===== src/rtl/uart_tx_arb.sv =====
// Four-way round-robin arbiter feeding one UART transmitter.
// A grant is held for a whole packet (or HOLD_MAX bytes), then passes on.
module uart_tx_arb #(
  parameter int unsigned HOLD_MAX = 64
) (
  input  logic        clk,
  input  logic        reset,
  input  logic [3:0]  req,
  input  logic [31:0] req_data,
  input  logic [3:0]  req_last,
  output logic [3:0]  ack,
  output logic [7:0]  tx_data,
  output logic        tx_start,
  input  logic        tx_busy,
  output logic [1:0]  owner,
  output logic        owner_valid
);

  typedef enum logic [1:0] {IDLE, LOAD, WAIT} state_t;

  localparam logic [7:0] HOLD_MAX_B = 8'(HOLD_MAX);

  state_t      state, state_next;
  logic [1:0]  last, last_next;
  logic [7:0]  count, count_next;
  logic        last_flag, last_flag_next;
  logic        wait_first, wait_first_next;
  logic [1:0]  owner_next;
  logic        owner_valid_next;
  logic [3:0]  ack_next;
  logic [7:0]  tx_data_next;
  logic        tx_start_next;

  logic        grant_hit;
  logic [1:0]  grant_idx;
  logic        owner_req;
  logic        fire;
  logic        wait_done;
  logic        drop_grant;

  assign owner_req  = req[owner];
  assign fire       = (state == LOAD) && owner_req && !tx_busy;
  // tx_busy only rises the cycle after tx_start, so the first WAIT cycle is blind.
  assign wait_done  = (state == WAIT) && !wait_first && !tx_busy;
  assign drop_grant = ((state == LOAD) && !owner_req) ||
                      (wait_done && (last_flag || (count == HOLD_MAX_B)));

  // Scan from last+1 with wrap; i == 4 lands on last itself, giving it lowest priority.
  always_comb begin
    grant_hit = 1'b0;
    grant_idx = last;
    for (int i = 1; i <= 4; i++) begin
      if (!grant_hit && req[last + 2'(i)]) begin
        grant_hit = 1'b1;
        grant_idx = last + 2'(i);
      end
    end
  end

  // NOTE: state uses non-blocking assignments so every register samples
  // the pre-edge values of the others, independent of statement order.
  always_ff @(posedge clk) begin
    if (reset) begin
      state       <= IDLE;
      last        <= 2'd3;
      count       <= 8'd0;
      last_flag   <= 1'b0;
      wait_first  <= 1'b0;
      owner       <= 2'd3;
      owner_valid <= 1'b0;
      ack         <= 4'b0000;
      tx_data     <= 8'h00;
      tx_start    <= 1'b0;
    end else begin
      state       <= state_next;
      last        <= last_next;
      count       <= count_next;
      last_flag   <= last_flag_next;
      wait_first  <= wait_first_next;
      owner       <= owner_next;
      owner_valid <= owner_valid_next;
      ack         <= ack_next;
      tx_data     <= tx_data_next;
      tx_start    <= tx_start_next;
    end
  end

  // NOTE: every combinational output gets a default first, so no path
  // through the case statement can leave it unassigned and infer a latch.
  always_comb begin
    state_next = state;
    case (state)
      IDLE: if (grant_hit) state_next = LOAD;
      LOAD: begin
        if (!owner_req)    state_next = IDLE;
        else if (!tx_busy) state_next = WAIT;
      end
      WAIT: if (wait_done) state_next = drop_grant ? IDLE : LOAD;
      default: state_next = IDLE;
    endcase
  end

  always_comb begin
    last_next        = last;
    count_next       = count;
    last_flag_next   = last_flag;
    wait_first_next  = 1'b0;
    owner_next       = owner;
    owner_valid_next = owner_valid;
    ack_next         = 4'b0000;
    tx_data_next     = tx_data;
    tx_start_next    = 1'b0;

    if (state == IDLE) begin
      owner_valid_next = grant_hit;
      if (grant_hit) begin
        owner_next = grant_idx;
        count_next = 8'd0;
      end
    end

    if (fire) begin
      tx_data_next    = req_data[{owner, 3'b000} +: 8];
      tx_start_next   = 1'b1;
      ack_next[owner] = 1'b1;
      last_flag_next  = req_last[owner];
      wait_first_next = 1'b1;
      count_next      = (count == 8'hFF) ? count : count + 8'd1;
    end

    if (drop_grant) begin
      owner_valid_next = 1'b0;
      last_next        = owner;
      count_next       = 8'd0;
    end
  end

endmodule


===== config.mk =====
export PLATFORM = sky130hd
export DESIGN_NAME = uart_tx_arb
export DESIGN_NICKNAME = d
export VERILOG_FILES = /design/src/rtl/uart_tx_arb.sv
export SDC_FILE = /design/constraint.sdc
export NUM_CORES = 1
export LEC_CHECK = 0
export BUFFER_PORTS_ARGS = -buffer_cell sky130_fd_sc_hd__clkbuf_2
export CAP_MARGIN = 5
export CORE_MARGIN = 2
export CORE_UTILIZATION = 45
export DETAILED_ROUTE_END_ITERATION = 12
export PLACE_DENSITY = 0.74
export SETUP_SLACK_MARGIN = 0.05
export SYNTH_ARGS = -nofsm -noshare
export SYNTH_HDL_FRONTEND = slang
export SYNTH_SLANG_ARGS = --single-unit
export TNS_END_PERCENT = 5

===== constraint.sdc =====
create_clock -name clk -period 2.15 [get_ports clk]
set_clock_uncertainty 0.1 [all_clocks]
set_input_delay 0.1075 -clock clk [delete_from_list [all_inputs] [get_ports clk]]
set_output_delay 0.1075 -clock clk [all_outputs]
set_load 0.01 [all_outputs]

==> impl_metrics.csv, run 1 <==
group,metric,value,unit
critical_path,slowest_delay,490,ps
grt,grt_first_pass_wirelength,6265,µm
critical_path,critPathKind,"reg -> reg",
power,p_comb_share,28.6,%
timing,setup_violations,0,
critical_path,crit_arrival,2110,ps
run,cap_viol_max_count,0,
grt,grt_max_degree,25,
finish,final_area,0.002056,mm²
critical_path,reg2reg_slack,190,ps
routing,drt_iter0_markers,158,
power,switching_share,29.03,%
routing,vias,1552,
power,totalPowerFinal,1.286,mW
routing,via_per_inst,5.583,
power,power.leakage,0.8339,nW
critical_path,r2r_cells,5,
synthesis,synth_seq_cells,29,
critical_path,crit_cells,5,
synthesis,syn-num-nets,209,
synthesis,yosysTopAreaCellShare,36.08,%
synthesis,avgSynthCellArea,9.811,µm²
power,clock_power_share,25.5,%
grt,antenna_found_initial,0,
timing,worst_pin_slew,489.5,ps
critical_path,cp.required,2300,ps
finish,diodes,0,
die,ios,59,
synthesis,ys_seq_area_share,36.08,%
placed_design,port_buffers,58,
hold_path,hold_start,"tx_busy",
grt,grt_pass1_vias,1296,
power,power.density,625.7,mW/mm²
power,switching_power,0.3734,mW
critical_path,slowest_stage,"or4_1",
timing,finalSetupTns,0,ps
finish,layout_common_cells,"58 x clkbuf_2, 29 x dfxtp_1, 19 x nor2_1",
cts,cts_buffers,5,
routing,avgRoutedWirePerCell,13.83,µm
power,p_int,0.9128,mW
timing,fin_crit,1955,ps
synthesis,syn_area,0.001609,mm²
critical_path,reg2reg_to,"count[3]$_SDFFE_PP0P_",
placed_design,routabilityCongestion,0.8836,
timing,setup_slack,194.6,ps
synthesis,synth_edf_count,0,
cts,root_buffer,"clkbuf_4",
finish,syn_to_final_growth,27.76,%
placed_design,dp_cells,269,
die,start_util,47.47,%
finish,final_nets,277,
routing,drc_errors,0,
grt,grt_util_all_layers,19.59,%
critical_path,end_kind,"flip-flop",
timing,whs,59.24,ps
power,irDropWorstVdd,0.4470,mV
critical_path,crit_chain,"ha_1, and4_1, and2_0, or4_1, a21oi_1",
routing,ant_nets,0,
cts,cts_tree,"built",
synthesis,yosys-top-cells-area,"dfxtp_1 36%, mux4_2 13%, mux2i_1 8.1%",
die,row_count,21,
synthesis,synth_cells,164,
grt,grt.overflow.total,0,
placed_design,dpl_cell_area,0.001981,mm²
timing,rsz0062_at_grt,"false",
cts,post_cts_buffers,0,
synthesis,synthFlopType,"dfxtp_1",
finish,fin_util,60.65,%
cts,cts-hold-fix-buffers,2,
critical_path,crit_buf_inv,0,
finish,instances_no_fill,278,
timing,drv_slew,0,
critical_path,critPathLaunchType,"flip-flop",
synthesis,synth.distinct_cells,43,
die,die_area,0.004070,mm²
routing,wl,3846,µm
hold_path,min_to,"state[0]$_SDFFE_PP0P_",
finish,layout_commonest_cell,"clkbuf_2",
synthesis,ys_warn_count,0,
critical_path,worstReg2RegStart,"count[0]$_SDFFE_PP0P_",
placed_design,dp_hpwl,2955,µm
die,die_h,63.80,µm
critical_path,cp_max_fo,6,
cts,htree_levels,2,
timing,period_share,90.95,%
cts,clk_latency,310,ps
timing,slew_headroom,67.36,%
cts,cts_buffer_depth,2,
finish,drive_gt1_share,37.50,%
power,power_frac_seq,45.9,%
cts,path_clk_slew,90,ps
hold_path,hold_path.class,"in -> reg",
outcome,status,"finished clean",
timing,hold_viol_final,0,
cts,cts.sinks,29,
placed_design,place_ws,210.3,ps
cts,cts_resized,0,
synthesis,synthArstFlopShare,0,%
timing,fmaxAchievable,0.5114,GHz
critical_path,cpLargestDelayFamily,"simple AND/OR/NAND/NOR gates",
die,fp.dieW,63.80,µm
routing,drtPass1Iterations,4,
synthesis,synth_top_area_cell,"dfxtp_1",
die,core_area,0.003390,mm²
hold_path,hold_depth,3,
-- synth_stat cells (3+ instances only) --
cell	count
a211oi_1	5
a21oi_1	8
clkbuf_1	5
dfxtp_1	29
inv_1	6
mux2i_1	13
mux4_2	9
nand2_1	8
nand3_1	6
nor2_1	19
nor2b_1	4
nor3_1	4
nor4b_1	3
o211ai_1	5
or4_1	3
-- power groups by stage --
| stage | registers (mW) | clock network (mW) | logic, mW |
|---|---|---|---|
| floorplan | 0.610 | 0 | 0.230 |
| global placement | 0.600 | 0 | 0.362 |
| detailed placement | 0.602 | 0 | 0.365 |
| CTS | 0.589 | 0.339 | 0.371 |
| global route | 0.594 | 0.358 | 0.405 |
| finish | 0.590 | 0.328 | 0.368 |
-- worst min-delay path, cell delays in order --
cell	delay, ps
clkbuf_2	140
nand4b_1	110
o32ai_1	70
-- worst max-delay path by stage --
stage	from	to	slack, ps
2_1_floorplan	owner[0]$_SDFFE_PP1P_	tx_data[4]$_SDFFE_PP0P_	220
3_3_place_gp	owner[0]$_SDFFE_PP1P_	count[3]$_SDFFE_PP0P_	270
3_5_place_dp	count[0]$_SDFFE_PP0P_	count[3]$_SDFFE_PP0P_	210
4_1_cts	count[0]$_SDFFE_PP0P_	count[3]$_SDFFE_PP0P_	190
5_1_grt	count[0]$_SDFFE_PP0P_	count[3]$_SDFFE_PP0P_	80
6_report	count[0]$_SDFFE_PP0P_	count[3]$_SDFFE_PP0P_	190
-- flip-flops by register name, summed over array words and instances, names as in the netlist --
signal / flops
ack: 4
count: 8
last: 2
last_flag: 1
owner: 2
owner_valid: 1
state: 2
tx_data: 8
wait_first: 1
-- layout make-up --
| class | count | area, µm² |
|---|---|---|
| Fill cell | 298 | 1334 |
| Multi-Input combinational cell | 120 | 954.7 |
| Sequential cell | 29 | 580.6 |
| Timing Repair Buffer | 70 | 385.4 |
| Tap cell | 46 | 57.56 |
| Clock buffer | 7 | 55.05 |
| Inverter | 6 | 22.52 |
-- layer usage --
metal  track usage (%)  part of all wire [%]  wire length (µm)  vias to the layer above
met5                 0                     0                 0                        -
met4             7.337                   1.4                52                        0
met3             5.810                   6.8               263                        4
met2             29.04                    47              1818                       44
met1             26.91                    45              1712                      728
li1                  -                     -                 -                      776
-- kinds of logic after synthesis --
kind of cell | share of synthesized area [%]
AND/OR/NAND/NOR | 20.45
AO/OA/AOI/OAI | 15.94
flip-flops | 36.08
multiplexers | 21.38
buffers and inverters | 4.588
adder cells (fa/ha/maj) | 1.555
(Power assumes the default switching activity.)
==> run 2, diff against run 1 <==
==> constraint.sdc (replaced) <==
create_clock -name clk -period 2.15 [get_ports clk]
set_clock_uncertainty 0.1 [all_clocks]
set_input_delay 0.43 -clock clk [delete_from_list [all_inputs] [get_ports clk]]
set_output_delay 0.43 -clock clk [all_outputs]
set_load 0.01 [all_outputs]
==> impl_metrics.csv, run 2 (synthesized netlist as in run 1, its figures left out) <==
group,metric,value,unit
finish,reg_top3,"count: 8 flops, tx_data: 8 flops, ack: 4 flops",
critical_path,critPathKind,"reg -> reg",
grt,grt_max_degree,15,
finish,syn_to_final_growth,28.23,%
placed_design,routabilityCongestion,0.8735,
timing,worst_pin_slew,499.8,ps
timing,period_share,90.76,%
cts,htree_levels,2,
critical_path,end_kind,"flip-flop",
finish,final_area,0.002063,mm²
routing,ant_nets,0,
power,totalPowerFinal,1.300,mW
run,cap_viol_max_count,0,
finish,layout_commonest_cell,"clkbuf_2",
routing,avgRoutedWirePerCell,15.17,µm
grt,grt_util_all_layers,21.96,%
placed_design,port_buffers,58,
timing,whs,324.2,ps
cts,path_clk_slew,90,ps
critical_path,reg2reg_slack,200,ps
timing,slew_headroom,66.54,%
grt,antenna_found_initial,0,
outcome,status,"finished clean",
finish,layout_common_cells,"58 x clkbuf_2, 29 x dfxtp_1, 19 x nor2_1",
routing,drtPass1Iterations,4,
routing,via_per_inst,5.640,
routing,vias,1568,
hold_path,hold_path.class,"in -> reg",
power,power.leakage,0.8412,nW
critical_path,crit_arrival,2110,ps
power,power.density,630.3,mW/mm²
die,die_area,0.004070,mm²
die,row_count,21,
die,core_area,0.003390,mm²
routing,wl,4218,µm
cts,cts_tree,"built",
grt,grt_pass1_vias,1469,
cts,cts_buffer_depth,2,
grt,grt_first_pass_wirelength,6824,µm
die,fp.dieW,63.80,µm
placed_design,dp_hpwl,3168,µm
timing,finalSetupTns,0,ps
cts,cts.sinks,29,
timing,fmaxAchievable,0.5125,GHz
timing,drv_slew,0,
timing,fin_crit,1951,ps
finish,final_nets,277,
critical_path,critPathLaunchType,"flip-flop",
finish,drive_gt1_share,38.36,%
critical_path,cp_max_fo,4,
routing,drc_errors,0,
die,start_util,47.47,%
timing,hold_viol_final,0,
cts,post_cts_buffers,0,
cts,cts_resized,0,
placed_design,dpl_cell_area,0.002008,mm²
finish,diodes,0,
routing,drt_iter0_markers,71,
timing,rsz0062_at_grt,"false",
cts,root_buffer,"clkbuf_4",
die,ios,59,
finish,fillers,296,
critical_path,cp.required,2310,ps
cts,cts-hold-fix-buffers,0,
cts,clk_latency,330,ps
timing,setup_violations,0,
cts,cts_buffers,5,
grt,grt.overflow.total,0,
power,irDropWorstVdd,0.4406,mV
die,die_h,63.80,µm
-- run 2: stage by stage --
step | std cells | utilization, % | worst slack [ps]
2_1_floorplan | 164 | - | 216.2
3_5_place_dp | 271 | 59.25 | 61.13
6_report | 278 | 60.87 | 198.6
4_1_cts | 278 | 60.87 | 195.7
5_1_grt | 278 | 60.87 | 91.70
3_3_place_gp | 271 | 59.25 | 107.9
-- run 2: per-layer routing --
| layer | GRT usage [%] | up-vias | wire length [µm] |
|---|---|---|---|
| met4 | 11.14 | 0 | 49 |
| met2 | 36.98 | 60 | 2220 |
| li1 | - | 767 | - |
| met1 | 25.79 | 735 | 1734 |
| met5 | 0 | - | 0 |
| met3 | 5.458 | 6 | 214 |
-- run 2: final timing paths --
path,start,to,cells after the start
setup / recovery,owner[0]$_SDFFE_PP1P_,count[3]$_SDFFE_PP0P_,4
hold / removal,req[2],owner[1]$_SDFFE_PP1P_,3
setup reg to reg,owner[0]$_SDFFE_PP1P_,count[3]$_SDFFE_PP0P_,4
hold reg to reg,tx_data[4]$_SDFFE_PP0P_,tx_data[4]$_SDFFE_PP0P_,2
-- run 2: cell type report --
class,instances,area [µm²],area share [%]
Inverter,6,22.52,1.092
Sequential cell,29,580.6,28.14
Timing Repair Buffer,70,392.9,19.04
Multi-Input combinational cell,120,954.7,46.27
Tap cell,46,57.56,2.790
Clock buffer,7,55.05,2.668
-- run 2: power breakdown --
group	internal, mW	switching, mW	leakage [nW]
Clock	0.154	0.186	0.0314
Sequential	0.568	0.0230	0.236
Combinational	0.191	0.179	0.574
Total	0.913	0.388	0.841
-- run 2: critical path, cell delays in order (launching register included) --
cell	delay, ps
dfxtp_1	340
or4b_4	550
o32a_1	230
or4_1	510
a21oi_1	150
==> run 3, diff against run 2 <==
- CORE_UTILIZATION: 45 -> 44
- PLACE_DENSITY: 0.74 -> 0.75
- clock period: 2.15 -> 1.6 ns (I/O delays scaled with it)
==> impl_metrics.csv, run 3 (synthesized netlist as in run 1, its figures left out) <==
group,metric,value,unit
finish,diodes,0,
routing,drc_errors,0,
finish,drive_gt1_share,49.81,%
outcome,failed_checks,"negative setup slack",
critical_path,r2r_cells,5,
die,ios,59,
routing,wl,4311,µm
routing,wl_met2,2190,µm
timing,rsz0062_at_grt,"true",
cts,path_clk_slew,90,ps
placed_design,routabilityCongestion,0.8067,
cts,cts_tree,"built",
routing,wl_met3,176,µm
die,fp.dieW,64.47,µm
routing,ant_nets,0,
critical_path,slowest_stage,"or4b_4",
power,p_int,1.269,mW
grt,grt_first_pass_wirelength,6706,µm
critical_path,reg2reg_to,"count[3]$_SDFFE_PP0P_",
finish,syn_to_final_growth,46.58,%
hold_path,hold_depth,4,
timing,whs,269.4,ps
cts,cts-hold-fix-buffers,0,
grt,grt_util_all_layers,20.91,%
cts,cts.sinks,29,
routing,drt_iter0_markers,55,
cts,cts_buffers,5,
timing,period_share,120.7,%
timing,slew_headroom,80.58,%
critical_path,critPathKind,"reg -> reg",
placed_design,port_buffers,58,
cts,cts_buffer_depth,2,
hold_path,hold_start,"req[2]",
critical_path,critPathLaunchType,"flip-flop",
power,power_frac_seq,43.5,%
critical_path,cp_max_fo,4,
critical_path,cp.required,1770,ps
cts,root_buffer,"clkbuf_4",
finish,layout_common_cells,"57 x clkbuf_2, 32 x buf_4, 27 x dfxtp_1",
die,core_area,0.003416,mm²
power,irDropWorstVdd,0.6105,mV
timing,setup_slack,-331.0,ps
routing,via_per_inst,5.416,
timing,hold_viol_final,0,
critical_path,end_kind,"flip-flop",
die,die_area,0.004156,mm²
routing,avgRoutedWirePerCell,14.23,µm
finish,reg_top3,"count: 8 flops, tx_data: 8 flops, ack: 4 flops",
critical_path,crit_arrival,2100,ps
hold_path,min_to,"owner[1]$_SDFFE_PP1P_",
grt,grt_pass1_vias,1470,
finish,fin_util,69.05,%
timing,worst_pin_slew,291.4,ps
critical_path,reg2reg_slack,-330,ps
run,cap_viol_max_count,0,
routing,top_signal_layer_used,"met4",
grt,antenna_found_initial,0,
power,switching_power,0.5631,mW
power,power.density,776.8,mW/mm²
placed_design,dp_hpwl,3237,µm
cts,htree_levels,2,
critical_path,slowest_delay,510,ps
die,die_h,64.47,µm
power,switching_share,30.73,%
timing,fin_crit,1931,ps
cts,clk_latency,320,ps
timing,setup_violations,21,
power,clock_power_share,23.0,%
timing,fmaxAchievable,0.5179,GHz
grt,grt.overflow.total,0,
hold_path,hold_path.class,"in -> reg",
die,start_util,47.11,%
routing,drtPass1Iterations,4,
routing,drt-met1-wl,1883,µm
power,power.leakage,0.9779,nW
routing,vias,1641,
die,row_count,21,
critical_path,crit_chain,"or4b_4, o32a_1, buf_4, or4_1, a21oi_1",
finish,final_nets,301,
critical_path,worstReg2RegStart,"owner[0]$_SDFFE_PP1P_",
grt,grt_max_degree,24,
outcome,status,"complete, but fails checks",
power,p_comb_share,33.5,%
timing,drv_slew,0,
finish,layout_commonest_cell,"clkbuf_2",
-- run 3: layout make-up --
cell class	count	area (µm²)
inverters	6	22.52
flip-flops and latches	29	585.6
repair buffers	94	603.1
multi-input cells	120	1039
fillers	276	1057
well taps	46	57.56
clock inverters	2	10.01
clock buffers	6	41.29
-- run 3: worst max path at each step --
stage / from / end / cells after the start
floorplan: state[1]$_SDFFE_PP0P_ / count[2]$_SDFFE_PP0P_ / 5
CTS: owner[0]$_SDFFE_PP1P_ / count[2]$_SDFFE_PP0P_ / 4
global placement: tx_busy / count[2]$_SDFFE_PP0P_ / 5
detailed placement: tx_busy / count[2]$_SDFFE_PP0P_ / 5
global route: owner[0]$_SDFFE_PP1P_ / count[3]$_SDFFE_PP0P_ / 5
finish: owner[0]$_SDFFE_PP1P_ / count[3]$_SDFFE_PP0P_ / 5
-- run 3: power by group through the flow --
stage | Clock, mW | Combinational, mW | Sequential [mW]
CTS | 0.436 | 0.569 | 0.795
detailed placement | 0 | 0.557 | 0.810
floorplan | 0 | 0.323 | 0.819
global placement | 0 | 0.548 | 0.808
finish | 0.421 | 0.614 | 0.797
global route | 0.469 | 0.667 | 0.802
-- run 3: critical path, delay by kind of cell, from the launching register on --
kind            cells  cell delay [ps]
flops               1              330
simple gates        2              900
compound gates      2              370
buf+inv             1              170
-- run 3: per-layer routing --
layer / vias to the layer above / global-route usage, %
met3: 6 / 5.208
met5: - / 0
li1: 818 / -
met1: 781 / 26.56
met2: 36 / 35.16
met4: 0 / 6.383
-- run 3: stage by stage --
stage / setup slack [ps] / area (µm²) / std cells / TNS, ps / power [mW]
final: -331.0 / 2359 / 303 / -3531 / 1.832
after global routing: -378.1 / 2359 / 303 / -5421 / 1.939
after CTS: -269.1 / 2271 / 301 / -3756 / 1.800
after detailed placement: -383.9 / 2181 / 292 / -5623 / 1.367
after global placement: -381.6 / 2181 / 292 / -5264 / 1.355
after floorplan: -255.1 / 1632 / 164 / -3856 / 1.143
-- run 3: what timing repair did --
| item | in CTS | in global routing |
|---|---|---|
| setup buffers | 1 | 2 |
| resized for setup | 8 | 16 |
| pin swaps | 6 | 3 |
| gates cloned | 0 | 0 |
| endpoints found under the setup margin | 29 | 29 |
